<file path="src/rtl/fir_sm_buffer.sv">
// fir_sm_buffer: output-side AXI-Stream buffer behind the fir sm_* master port.
// Samples are queued as {tlast, tdata} so consumer stalls never reach the FIR
// pipeline. The head word is presented through a registered fall-through stage.
// A frame FSM (IDLE/STREAM/FLUSH) tracks tlast, and frame_done pulses on the pop
// of each frame's last sample.
// level counts every accepted, not-yet-popped sample, including the presented head.
// Optional feature: define FIR_SM_BUFFER_HIGH_WATER_EN to track peak level.
module fir_sm_buffer #(
    parameter int pDATA_WIDTH = 32,
    parameter int pDEPTH      = 16,
    parameter int pCNT_WIDTH  = 16
) (
    input  logic                   axis_clk,
    input  logic                   axis_rst,
    input  logic                   s_tvalid,
    output logic                   s_tready,
    input  logic [pDATA_WIDTH-1:0] s_tdata,
    input  logic                   s_tlast,
    output logic                   m_tvalid,
    input  logic                   m_tready,
    output logic [pDATA_WIDTH-1:0] m_tdata,
    output logic                   m_tlast,
    output logic [pCNT_WIDTH-1:0]  level,
    output logic [pCNT_WIDTH-1:0]  sample_cnt,
    output logic                   frame_done,
    output logic                   busy,
    output logic [pCNT_WIDTH-1:0]  high_water
);

    localparam int AW = $clog2(pDEPTH);
    localparam logic [pCNT_WIDTH-1:0] FULL_LVL = pCNT_WIDTH'(pDEPTH);
    localparam logic [pCNT_WIDTH-1:0] TWO_LVL  = pCNT_WIDTH'(2);

    typedef enum logic [1:0] {IDLE, STREAM, FLUSH} state_t;

    state_t                state_q, state_nxt;
    logic [pDATA_WIDTH:0]  mem [pDEPTH];
    logic [AW-1:0]         wr_ptr, rd_ptr, rd_ptr_inc;
    logic [pCNT_WIDTH-1:0] level_nxt;
    logic [AW:0]           last_cnt;     // tlast words currently held
    logic                  push, pop, last_pop;

    assign s_tready   = (level != FULL_LVL);
    assign push       = s_tvalid & s_tready;
    assign pop        = m_tvalid & m_tready;
    assign last_pop   = pop & m_tlast;
    assign frame_done = last_pop;
    assign busy       = (state_q != IDLE);
    assign rd_ptr_inc = rd_ptr + 1'b1;

    // Occupancy after this edge.
    always_comb begin
        level_nxt = level;
        case ({push, pop})
            2'b10:   level_nxt = level + 1'b1;
            2'b01:   level_nxt = level - 1'b1;
            default: level_nxt = level;
        endcase
    end

    // Sample storage write port.
    // NOTE: storage is deliberately not reset; words are only read once written,
    // and m_tvalid gates everything that leaves the buffer.
    always_ff @(posedge axis_clk) begin
        if (push) mem[wr_ptr] <= {s_tlast, s_tdata};
    end

    // Pointers, level and the registered fall-through head stage.
    always_ff @(posedge axis_clk) begin
        if (axis_rst) begin
            wr_ptr   <= '0;
            rd_ptr   <= '0;
            level    <= '0;
            m_tvalid <= 1'b0;
            m_tdata  <= '0;
            m_tlast  <= 1'b0;
        end else begin
            level <= level_nxt;
            if (push) wr_ptr <= wr_ptr + 1'b1;
            if (pop) begin
                // Next head is presentable only if it was written on an earlier edge.
                rd_ptr   <= rd_ptr_inc;
                m_tvalid <= (level >= TWO_LVL);
                if (level >= TWO_LVL) {m_tlast, m_tdata} <= mem[rd_ptr_inc];
            end else if (!m_tvalid && level != '0) begin
                m_tvalid           <= 1'b1;
                {m_tlast, m_tdata} <= mem[rd_ptr];
            end
        end
    end

    // Count of frame ends still inside the buffer.
    always_ff @(posedge axis_clk) begin
        if (axis_rst) begin
            last_cnt <= '0;
        end else begin
            case ({push & s_tlast, last_pop})
                2'b10:   last_cnt <= last_cnt + 1'b1;
                2'b01:   last_cnt <= last_cnt - 1'b1;
                default: last_cnt <= last_cnt;
            endcase
        end
    end

    // Per-frame output sample counter, saturating, cleared at frame end.
    always_ff @(posedge axis_clk) begin
        if (axis_rst)                         sample_cnt <= '0;
        else if (last_pop)                    sample_cnt <= '0;
        else if (pop && sample_cnt != '1)     sample_cnt <= sample_cnt + 1'b1;
    end

    // Frame FSM state register.
    always_ff @(posedge axis_clk) begin
        if (axis_rst) state_q <= IDLE;
        else          state_q <= state_nxt;
    end

    // Frame FSM next state; a frame still queued behind a finished one resumes STREAM.
    always_comb begin
        // NOTE: default first so every path assigns state_nxt and no latch is inferred.
        state_nxt = state_q;
        case (state_q)
            IDLE:    if (push) state_nxt = s_tlast ? FLUSH : STREAM;
            STREAM:  if ((push && s_tlast) || last_cnt != '0) state_nxt = FLUSH;
            FLUSH:   if (last_pop) state_nxt = (level_nxt != '0) ? STREAM : IDLE;
            default: state_nxt = IDLE;
        endcase
    end

`ifdef FIR_SM_BUFFER_HIGH_WATER_EN
    // Peak occupancy since reset.
    always_ff @(posedge axis_clk) begin
        if (axis_rst)                    high_water <= '0;
        else if (level_nxt > high_water) high_water <= level_nxt;
    end
`else
    assign high_water = '0;
`endif

endmodule

</file>
<file path="config.mk">
export PLATFORM = sky130hd
export DESIGN_NAME = fir_sm_buffer
export DESIGN_NICKNAME = d
export VERILOG_FILES = /design/src/rtl/fir_sm_buffer.sv
export SDC_FILE = /design/constraint.sdc
export NUM_CORES = 1
export LEC_CHECK = 0
export CORE_MARGIN = 3
export CORE_UTILIZATION = 45
export CTS_BUF_LIST = sky130_fd_sc_hd__clkbuf_4 sky130_fd_sc_hd__clkbuf_8
export CTS_CLUSTER_DIAMETER = 30
export CTS_CLUSTER_SIZE = 14
export DETAILED_ROUTE_END_ITERATION = 8
export GPL_ROUTABILITY_DRIVEN = 0
export SYNTH_ARGS = -nofsm -noshare
export SYNTH_HDL_FRONTEND = slang
export SYNTH_SLANG_ARGS = --single-unit
export TNS_END_PERCENT = 30
</file>
<file path="constraint.sdc">
create_clock -name axis_clk -period 13 [get_ports axis_clk]
set_input_delay 2.6 -clock axis_clk [delete_from_list [all_inputs] [get_ports axis_clk]]
set_output_delay 2.6 -clock axis_clk [all_outputs]
set_load 0.01 [all_outputs]
</file>
==> results of run 1 <==
==> final timing paths <==
kind	endpoint	slack [ns]	cells after the start
worst max-delay path	frame_done	6.41	3
worst min-delay path	last_cnt[4]	0.49	2
worst max register to register	state_q[0]	8.42	16
worst min register to register	last_cnt[4]	0.49	2
==> cells in the mapped netlist (all sizes together) (7+ instances only) <==
master | n | area share
mux4 | 330 | 0.26
a211oi | 8 | 0.0023
nand2 | 96 | 0.013
nor2 | 113 | 0.015
edfxtp | 528 | 0.55
xor2 | 27 | 0.0082
and3 | 8 | 0.0017
or3 | 7 | 0.0015
buf | 79 | 0.016
inv | 16 | 0.0021
o21ai | 18 | 0.0031
nand4 | 10 | 0.0022
nor3 | 13 | 0.0024
a21oi | 24 | 0.0042
a311oi | 35 | 0.011
nor4 | 12 | 0.0036
clkbuf | 63 | 0.0082
nand3 | 10 | 0.0017
xnor2 | 13 | 0.0040
ha | 13 | 0.0056
dfxtp | 85 | 0.059
==> worst max-delay path, cell delays in order <==
cell	delay (ns)
clkdlybuf4s50_1	0.53
and3_1	0.29
clkdlybuf4s50_1	0.57
==> area by class of cell <==
class,count,area (sq um)
diodes,1,2.50
clock buffers,158,2070
clock inverters,90,833
fillers,4964,29600
inverters,16,60.1
multi-input cells,844,10700
flip-flops and latches,613,17600
well taps,846,1060
repair buffers,138,1300
==> layer usage <==
layer | wire length [um] | vias up
met1 | 30500 | 8846
met4 | 1790 | 2
met5 | 13 | -
li1 | - | 6983
met3 | 5870 | 140
met2 | 37500 | 735
==> report_power, final <==
group / switching [mW] / total [mW] / leakage [nW] / internal [mW]
Sequential: 0.132 / 2.36 / 5.47 / 2.23
Clock: 0.910 / 2.23 / 1.46 / 1.32
Combinational: 0.762 / 1.52 / 3.57 / 0.754
Total: 1.80 / 6.11 / 10.5 / 4.31
==> logic make-up after synthesis <==
kind of cell / count (synthesis)
buf+inv: 158
other cells: 1
fa+ha+maj: 14
simple gates: 308
compound gates: 129
flops: 613
xor+xnor: 40
mux: 337
==> per-stage QoR <==
stage	worst slack [ns]	utilization	instance area, sq um
6_report	6.41	0.532	33600
5_1_grt	6.22	0.532	33600
4_1_cts	6.41	0.532	33600
3_5_place_dp	5.74	0.486	30700
3_3_place_gp	5.79	0.486	30700
2_1_floorplan	7.01	-	28900
==> state kept, by name (all words and copies together) (netlist names), named ones only <==
| register | flops |
|---|---|
| level | 16 |
| sample_cnt | 16 |
| wr_ptr | 4 |
| m_tlast | 1 |
| mem | 528 |
| m_tdata | 32 |
| rd_ptr | 4 |
| last_cnt | 5 |
| m_tvalid | 1 |
| state_q | 2 |
==> layout by cell type (no fill, tap or decap), types with 6 or more instances in the layout <==
cell type	count
a211oi_1	7
a21oi_1	23
a311oi_1	35
and3_1	8
buf_4	34
bufinv_16	12
clkbuf_4	16
clkbuf_8	142
clkdlybuf4s50_1	104
clkinv_1	18
clkinv_2	26
clkinv_4	8
clkinvlp_4	20
conb_1	16
dfxtp_1	80
edfxtp_1	528
ha_1	12
inv_1	14
mux2i_1	6
mux4_2	330
nand2_1	95
nand2b_1	6
nand3_1	10
nand4_1	10
nor2_1	101
nor2_4	12
nor3_1	8
nor3b_1	6
nor4_1	9
o21ai_0	18
or3_1	7
xnor2_1	13
xor2_1	25
==> impl_results.md, run 1 <==
- Root Buffer: clkbuf_8
- GR Overflow Total: 0
- Routing usage on met1: 0.311
- Initial DRC Count: 1638
- First-pass GRT wire length: 113 mm
- Worst-Margin Slew: 1.07 ns
- WHS: 0.486 ns
- Routed via count: 16700
- Starting density of the core: 0.456
- I/O pins: 122
- Sink Count: 613
- Worst skew pair latency: 0.79 ns
- Antenna violations before repair: 2
- Core area: 63200 sq um
- Cell variety after synth: 76
- Area growth syn-to-layout: 16.7%
- Post-DP HPWL: 38.6 mm
- Post-synth EDFFs: 528
- Synth Area per Inst: 18.0 sq um
- Primary FF master, synth: edfxtp_1
- CP Max Fanout: 5
- Static Leak: 10.5 nW
- Clock-pin slew on the worst setup and hold paths: 0.05 ns
- Vias in the first global route: 17600
- Met2 GRT Util: 0.376
- Chip width: 259 um
- Post-CTS Hold Fix Bufs: 0
- CP Capture Type: output port
- Share of cells above drive strength 1: 0.343
- Avg Vias per Cell: 6.17
- Non-Filler Instances: 2706
- Post-Synth XOR/XNOR Area: 0.0122
- Multiplexer share of the synthesized area: 0.261
- WS Path Type: input pin to output port
- Slew Viols, Final: 0
- TritonCTS Buffers: 134
- Pwr/cell area: 182 nW/um^2
- Die height: 259 um
- R2r startpoint: m_tvalid
- # rows: 92
- Postcts setup bufs: 0
- Cell area after synthesis: 28800 sq um
- Final setup skew: 0.0386 ns
- Max cap viols: 0
- Status: completed
- CP startpoint kind: input pin
- Resize count post-CTS: 0
- Adder-cell share of the synthesized area: 0.00634
- Placed cells: 2457
- Synth warnings: 0
- Top Usage Layer GRT: met2
- Post-Syn Instances: 1600
- Routed wire length: 75.7 mm
- RSZ-0062 raised after global routing: false
- Setup TNS: 0 ns
- DRC errors left: 0
- Main combinational cell family by area after synthesis: multiplexers
- Clk buf depth: 3
- Average wire per standard cell: 28.0 um
- Synth Register Bits: 613
- CTS tree: done
- Largest net degree at the start of global routing: 68
- Final setup fails: 0
- Min-delay src: last_cnt[4]
- H-tree depth: 4
- Crit path arrival time: 3.99 ns
- Grt met3 use: 0.0549
- Port bufs: 105
- Ys async rst share: 0
- Final period utilization: 0.507
- Hold crit path type: register to register
- Max Fclk: 152 MHz
- Total power: 6.11 mW
- Gr usage total: 0.232
- Post-synthesis sequential area ratio: 0.609
- Post-route ant nets: 0
- Rel. slew slack: 0.285
- Compound-Gate Fraction of Synth Area: 0.0340
- CP Data Required Time: 10.40 ns
- Critical path origin: m_tready
- TritonRoute pass-1 iters: 5
- Die Area: 67100 sq um
- Simple logic cell fraction of the synthesized area: 0.0508
- Nets: 1798
- Hold Violations, Final: 0
- Min cycle time layout: 6.59 ns
- IR drop worst, VDD: 167 uV
(Power assumes the default switching activity.)
==> run 2: changes to the inputs <==
clock period = 6.5 ns   (was 13 ns; I/O delays follow)
==> run 2 against run 1 <==
Critical path depth grew 11. Total power is 99% higher. Worst hold slack improved by 0.015 ns. Critical path type is now register to register.
==> impl_results.md, run 2 (same netlist as run 1, synthesis figures left out) <==
- Top reg by flops: mem (unchanged)
- Post-DP HPWL: 39.8 mm (was 38.6 mm)
- Final period utilization: 0.684
- Worst Setup EP: state_q[0] (was frame_done)
- IR drop worst, VDD: 328 uV (was 167 uV)
- Routed via count: 16600 (was 16700)
- First-pass GRT wire length: 111 mm (was 113 mm)
- I/O pins: 122 (unchanged)
- Core area: 63200 sq um (unchanged)
- # rows: 92 (unchanged)
- Initial DRC Count: 1387 (was 1638)
- Resize count post-CTS: 0 (unchanged)
- Worst-Margin Slew: 1.16 ns (was 1.07 ns)
- CP Capture Type: register (was output port)
- GR Overflow Total: 0 (unchanged)
- Root Buffer: clkbuf_8 (unchanged)
- Critical path origin: level[4] (was m_tready)
- Routed wire length: 74.9 mm (was 75.7 mm)
- RSZ-0062 raised after global routing: false (unchanged)
- Cell area after layout: 33600 sq um (about the same)
- Max reg flops: 528 (unchanged)
- Die height: 259 um (unchanged)
- DRC errors left: 0 (unchanged)
- Average wire per standard cell: 27.7 um (was 28.0 um)
- CP Max Fanout: 26 (was 5)
- Port bufs: 105 (unchanged)
- Slew Viols, Final: 0 (unchanged)
- WS Path Type: register to register (was input pin to output port)
- Final setup fails: 0 (unchanged)
- CTS tree: done (unchanged)
- Placed standard-cell area: 30800 sq um (was 30700 sq um)
- Post-CTS Hold Fix Bufs: 0 (unchanged)
- Routing usage on met1: 0.302 (was 0.311)
- Top Usage Layer GRT: met2 (unchanged)
- Final setup skew: 0.0309 ns (was 0.0386 ns)
- R2r startpoint: level[4] (was m_tvalid)
- Pwr/cell area: 361 nW/um^2 (was 182 nW/um^2)
- Starting density of the core: 0.456 (unchanged)
- H-tree depth: 4 (unchanged)
- Sink Count: 613 (unchanged)
- # fillers: 4963 (was 4964)
- CP startpoint kind: register (was input pin)
- Postcts setup bufs: 0 (unchanged)
- Hold crit path type: register to register (unchanged)
- TritonCTS Buffers: 130 (was 134)
- Die Area: 67100 sq um (unchanged)
- Setup TNS: 0 ns (unchanged)
- Worst reg2reg path depth: 14 (was 16)
- Flop2flop setup slack: 2.05 ns (was 8.42 ns)
- Commonest cells after routing, fill and taps aside: edfxtp_1 (528), mux4_2 (330), clkbuf_8 (140) (was edfxtp_1 (528), mux4_2 (330), clkbuf_8 (142))
- Top flop regs: mem x528, m_tdata x32 (unchanged)
- Largest net degree at the start of global routing: 95 (was 68)
- Placed cells: 2462 (was 2457)
- Min cycle time layout: 4.45 ns
- Nets: 1799 (was 1798)
- WHS: 0.500 ns (was 0.486 ns)
- Gr usage total: 0.229 (was 0.232)
- Clk buf depth: 3 (unchanged)
- Max Fclk: 225 MHz
- Met2 GRT Util: 0.377 (was 0.376)
- Area growth syn-to-layout: 16.8% (was 16.7%)
- Vias in the first global route: 17200 (was 17600)
- Hold Violations, Final: 0 (unchanged)
- Chip width: 259 um (unchanged)
- Static Leak: 10.5 nW (about the same)
- Worst skew pair latency: 0.77 ns (was 0.79 ns)
- Rel. slew slack: 0.224 (was 0.285)
- Avg Vias per Cell: 6.13 (was 6.17)
- Non-Filler Instances: 2705 (was 2706)
- Post-route ant nets: 0 (unchanged)
- Clock-pin slew on the worst setup and hold paths: 0.06 ns (was 0.05 ns)
- Max cap viols: 0 (unchanged)
- R2R Path End: state_q[0] (unchanged)
- Crit path arrival time: 5.07 ns (was 3.99 ns)
- Commonest non-fill, non-tap cell in the layout: edfxtp_1 (unchanged)
- Grt met3 use: 0.0508 (was 0.0549)
- Status: completed (unchanged)
- Share of cells above drive strength 1: 0.346 (was 0.343)
- Antenna violations before repair: 4 (was 2)
- TritonRoute pass-1 iters: 5 (unchanged)
- CP Data Required Time: 7.13 ns (was 10.40 ns)
==> run 2: cell types whose count changed in the layout (fill, tap and decap cells not counted) <==
cell,change
buf_12,+2
clkbuf_8,-2
clkinv_2,-7
bufinv_16,-1
clkinv_4,-1
buf_4,+3
clkinvlp_4,+2
clkinv_1,-9
clkbuf_4,+7
inv_6,+3
diode_2,+2
==> run 2: worst max-delay path, stage by stage, from the launching register on <==
cell,delay [ns]
dfxtp_1,0.74
nor4b_1,0.32
nand4_1,0.12
and2_0,0.18
buf_4,0.19
inv_1,0.09
ha_1,0.72
inv_1,0.37
a211o_1,0.40
a31o_1,0.23
a211oi_2,0.24
xor2_1,0.24
nand2_1,0.11
nor4_2,0.27
a21oi_1,0.10
==> run 2: how the worst min path moves through the flow <==
stage / startpoint / endpoint / cells after the start / slack (ns)
2_1_floorplan: last_cnt[4] / last_cnt[4] / 2 / 0.46
3_3_place_gp: last_cnt[4] / last_cnt[4] / 2 / 0.48
3_5_place_dp: last_cnt[4] / last_cnt[4] / 2 / 0.50
4_1_cts: m_tdata[1] / m_tdata[1] / 2 / 0.51
5_1_grt: m_tdata[1] / m_tdata[1] / 2 / 0.52
6_report: m_tdata[5] / m_tdata[5] / 2 / 0.50
==> run 2: area by class of cell <==
class	instances	area, sq um	area share
well taps	846	1060	0.0315
repair buffers	143	1360	0.0404
diodes	3	7.51	0.000223
clock buffers	163	2100	0.0624
clock inverters	77	767	0.0228
multi-input cells	844	10700	0.319
flip-flops and latches	613	17600	0.522
inverters	16	60.1	0.00179
==> run 2: layer usage <==
metal	vias to the layer above	routed length, um
met5	-	17
met4	2	1730
met2	704	37800
met1	8744	29900
met3	133	5520
li1	6991	-
==> run 2: stage by stage <==
step / power [mW] / util / worst slack, ns
floorplan: 6.96 / - / 1.81
global placement: 7.86 / 0.487 / 1.62
detailed placement: 7.88 / 0.487 / 1.56
CTS: 12.3 / 0.532 / 2.13
global route: 12.7 / 0.532 / 1.74
finish: 12.2 / 0.532 / 2.05
==> run 2: power breakdown <==
group          internal, mW  switching, mW  total (mW)
registers              4.46          0.274        4.74
clock network          2.61           1.78        4.39
logic                  1.52           1.50        3.02
total                  8.60           3.55        12.2
==> run 3: changes to the inputs <==
clock period = 4.01 ns   (was 6.5 ns; I/O delays follow)
==> run 3 against run 2 <==
Global-route usage down 0.15 points. Worst hold slack worse by 0.0078 ns. Core utilization up 0.94 points. Fmax up 17%. Clock-buffer cell count down 6. Final cell count up 1.7%. Flip-flop and latch count unchanged. Critical path depth up 1. Sequential share of layout area down 0.91 points. Non-clock buffer count up 51. Critical endpoint unchanged.
==> impl_results.md, run 3 (same netlist as run 1, synthesis figures left out) <==
- Status: completed (unchanged)
- Gr usage total: 0.227 (was 0.229)
- Starting density of the core: 0.456 (unchanged)
- DRC errors left: 0 (unchanged)
- Final setup fails: 0 (unchanged)
- Area growth syn-to-layout: 18.9% (was 16.8%)
- Postcts setup bufs: 0 (unchanged)
- Min-delay src: last_cnt[4] (was m_tdata[5])
- Largest net degree at the start of global routing: 135 (was 95)
- Critical Path, Cell by Cell: nor4_1, buf_4, nand4_1, and2_0, inv_1, ha_1, buf_4, or4b_4, o22ai_2, o211ai_1, o211a_2, a2111oi_4, nand4_1, nor4_2, a21oi_1 (was nor4b_1, nand4_1, and2_0, buf_4, inv_1, ha_1, inv_1, a211o_1, a31o_1, a211oi_2, xor2_1, nand2_1, nor4_2, a21oi_1)
- Nets: 1852 (was 1799)
- Clock power share: 0.363 (was 0.361)
- Vias in the first global route: 17600 (was 17200)
- Sink Count: 613 (unchanged)
- Commonest non-fill, non-tap cell in the layout: edfxtp_1 (unchanged)
- Seq pwr share: 0.375 (was 0.390)
- # rows: 92 (unchanged)
- Pwr/cell area: 587 nW/um^2 (was 361 nW/um^2)
- Final period utilization: 0.945 (was 0.684)
- CP Max Fanout: 30 (was 26)
- CP startpoint kind: register (unchanged)
- Chip width: 259 um (unchanged)
- WS Path Type: register to register (unchanged)
- Total power: 20.1 mW (was 12.2 mW)
- Critical path's top delay family: simple AND/OR/NAND/NOR gates (unchanged)
- Worst path slowest cell: or4b_4 (was dfxtp_1)
- Average wire per standard cell: 27.0 um (was 27.7 um)
- R2r startpoint: level[15] (was level[4])
- TritonRoute pass-1 iters: 5 (unchanged)
- Routed via count: 16800 (was 16600)
- Worst path bufs/invs: 3 (unchanged)
- Top reg by flops: mem (unchanged)
- RSZ-0062 raised after global routing: false (unchanged)
- Initial DRC Count: 1684 (was 1387)
- Core area: 63200 sq um (unchanged)
- Post-route core utilization: 0.542 (was 0.532)
- I/O pins: 122 (unchanged)
- Placed standard-cell area: 31300 sq um (was 30800 sq um)
- Post-DP HPWL: 42.1 mm (was 39.8 mm)
- Clock-pin slew on the worst setup and hold paths: 0.05 ns (was 0.06 ns)
- Root Buffer: clkbuf_8 (unchanged)
- Max cap viols: 0 (unchanged)
- GR Overflow Total: 0 (unchanged)
- Post-route ant nets: 0 (unchanged)
- Multi-input gate area: 10700 sq um (about the same)
- Die Area: 67100 sq um (unchanged)
- CP Data Required Time: 4.64 ns (was 7.13 ns)
- Switching Fraction: 0.290 (was 0.293)
- Comb pwr share: 0.262 (was 0.249)
- Port bufs: 105 (unchanged)
- Die height: 259 um (unchanged)
- Slew Viols, Final: 0 (unchanged)
- Cell area after layout: 34200 sq um (was 33600 sq um)
- Hold Violations, Final: 0 (unchanged)
- Commonest cells after routing, fill and taps aside: edfxtp_1 (528), mux4_2 (330), clkbuf_8 (144) (was edfxtp_1 (528), mux4_2 (330), clkbuf_8 (140))
- Power Internal: 14.3 mW (was 8.60 mW)
- IR drop worst, VDD: 362 uV (was 328 uV)
- # fillers: 4957 (was 4963)
- H-tree depth: 4 (unchanged)
- Static Leak: 10.8 nW (was 10.5 nW)
- Worst skew pair latency: 0.77 ns (about the same)
- CP Capture Type: register (unchanged)
- Slowest stage delay, CP: 0.51 ns (was 0.74 ns)
- Min cycle time layout: 3.79 ns (was 4.45 ns)
- Top flop regs: mem x528, m_tdata x32 (unchanged)
- P_sw: 5.84 mW (was 3.55 mW)
- Max Fclk: 264 MHz (was 225 MHz)
- Setup TNS: 0 ns (unchanged)
- Max reg flops: 528 (unchanged)
- TritonCTS Buffers: 132 (was 130)
- Final setup skew: 0.0325 ns (was 0.0309 ns)
- Antenna violations before repair: 2 (was 4)
- Register Area: 17600 sq um (unchanged)
- Post-CTS Hold Fix Bufs: 0 (unchanged)
- Routed wire length: 74.3 mm (was 74.9 mm)
- Share of cells above drive strength 1: 0.363 (was 0.346)
- Rel. slew slack: 0.209 (was 0.224)
- Critical path origin: level[15] (was level[4])
- CTS tree: done (unchanged)
- Clk buf depth: 3 (unchanged)
- First-pass GRT wire length: 112 mm (was 111 mm)
- Worst-Margin Slew: 1.19 ns (was 1.16 ns)
- Hold crit path type: register to register (unchanged)
- Avg Vias per Cell: 6.11 (was 6.13)
- Crit path arrival time: 4.42 ns (was 5.07 ns)
- Resize count post-CTS: 0 (unchanged)
[run 3: changes by cell type in the layout (fill, tap and decap cells not counted), moves of 2 or more]
cell | previous run | this run
clkbuf_8 | 140 | 144
diode_2 | 3 | 1
clkbuf_4 | 23 | 13
inv_6 | 8 | 4
buf_4 | 37 | 75
buf_12 | 2 | 15
clkinv_2 | 19 | 25
bufinv_16 | 11 | 14
[run 3: area by class of cell]
type,instances,area share
Antenna cell,1,0.0000731
Tap cell,846,0.0309
Clock inverter,81,0.0244
Sequential cell,613,0.513
Multi-Input combinational cell,844,0.313
Inverter,16,0.00175
Clock buffer,157,0.0607
Timing Repair Buffer,194,0.0556
[run 3: power groups by stage]
stage | registers (mW) | logic [mW] | clock network (mW)
after floorplan | 7.58 | 3.70 | 0
after global placement | 7.65 | 5.30 | 0
after detailed placement | 7.66 | 5.31 | 0
after CTS | 7.54 | 5.33 | 7.45
after global routing | 7.56 | 5.68 | 7.78
final | 7.53 | 5.26 | 7.30
[run 3: worst min-delay path, delay by kind of cell (launching register included)]
family	cells	cell delay, ns
flip-flops	1	0.31
AO/OA/AOI/OAI	2	0.13
[run 3: routing by layer]
metal  vias up  GRT usage  share of wire  wire length (um)
met5         -          0        0.00015                11
met4         2     0.0827          0.025              1830
met3       131     0.0490          0.076              5670
met2       762      0.368           0.49             36500
met1      8852      0.306           0.41             30300
li1       7073          -              -                 -
[run 3: path summary, 6_finish.rpt]
check,slack (ns),depth (start not counted),to
worst max-delay path,0.22,15,state_q[0]
worst min register to register,0.49,2,last_cnt[4]
worst min-delay path,0.49,2,last_cnt[4]
worst max register to register,0.22,15,state_q[0]
[run 3: per-stage QoR]
| step | setup WS (ns) | hold WS [ns] | cells |
|---|---|---|---|
| floorplan | -0.264 | 0.458 | 1615 |
| global placement | 0.0624 | 0.474 | 2513 |
| detailed placement | 0.0263 | 0.487 | 2513 |
| CTS | 0.279 | 0.494 | 2751 |
| global route | 0.00514 | 0.532 | 2752 |
| finish | 0.219 | 0.493 | 2752 |
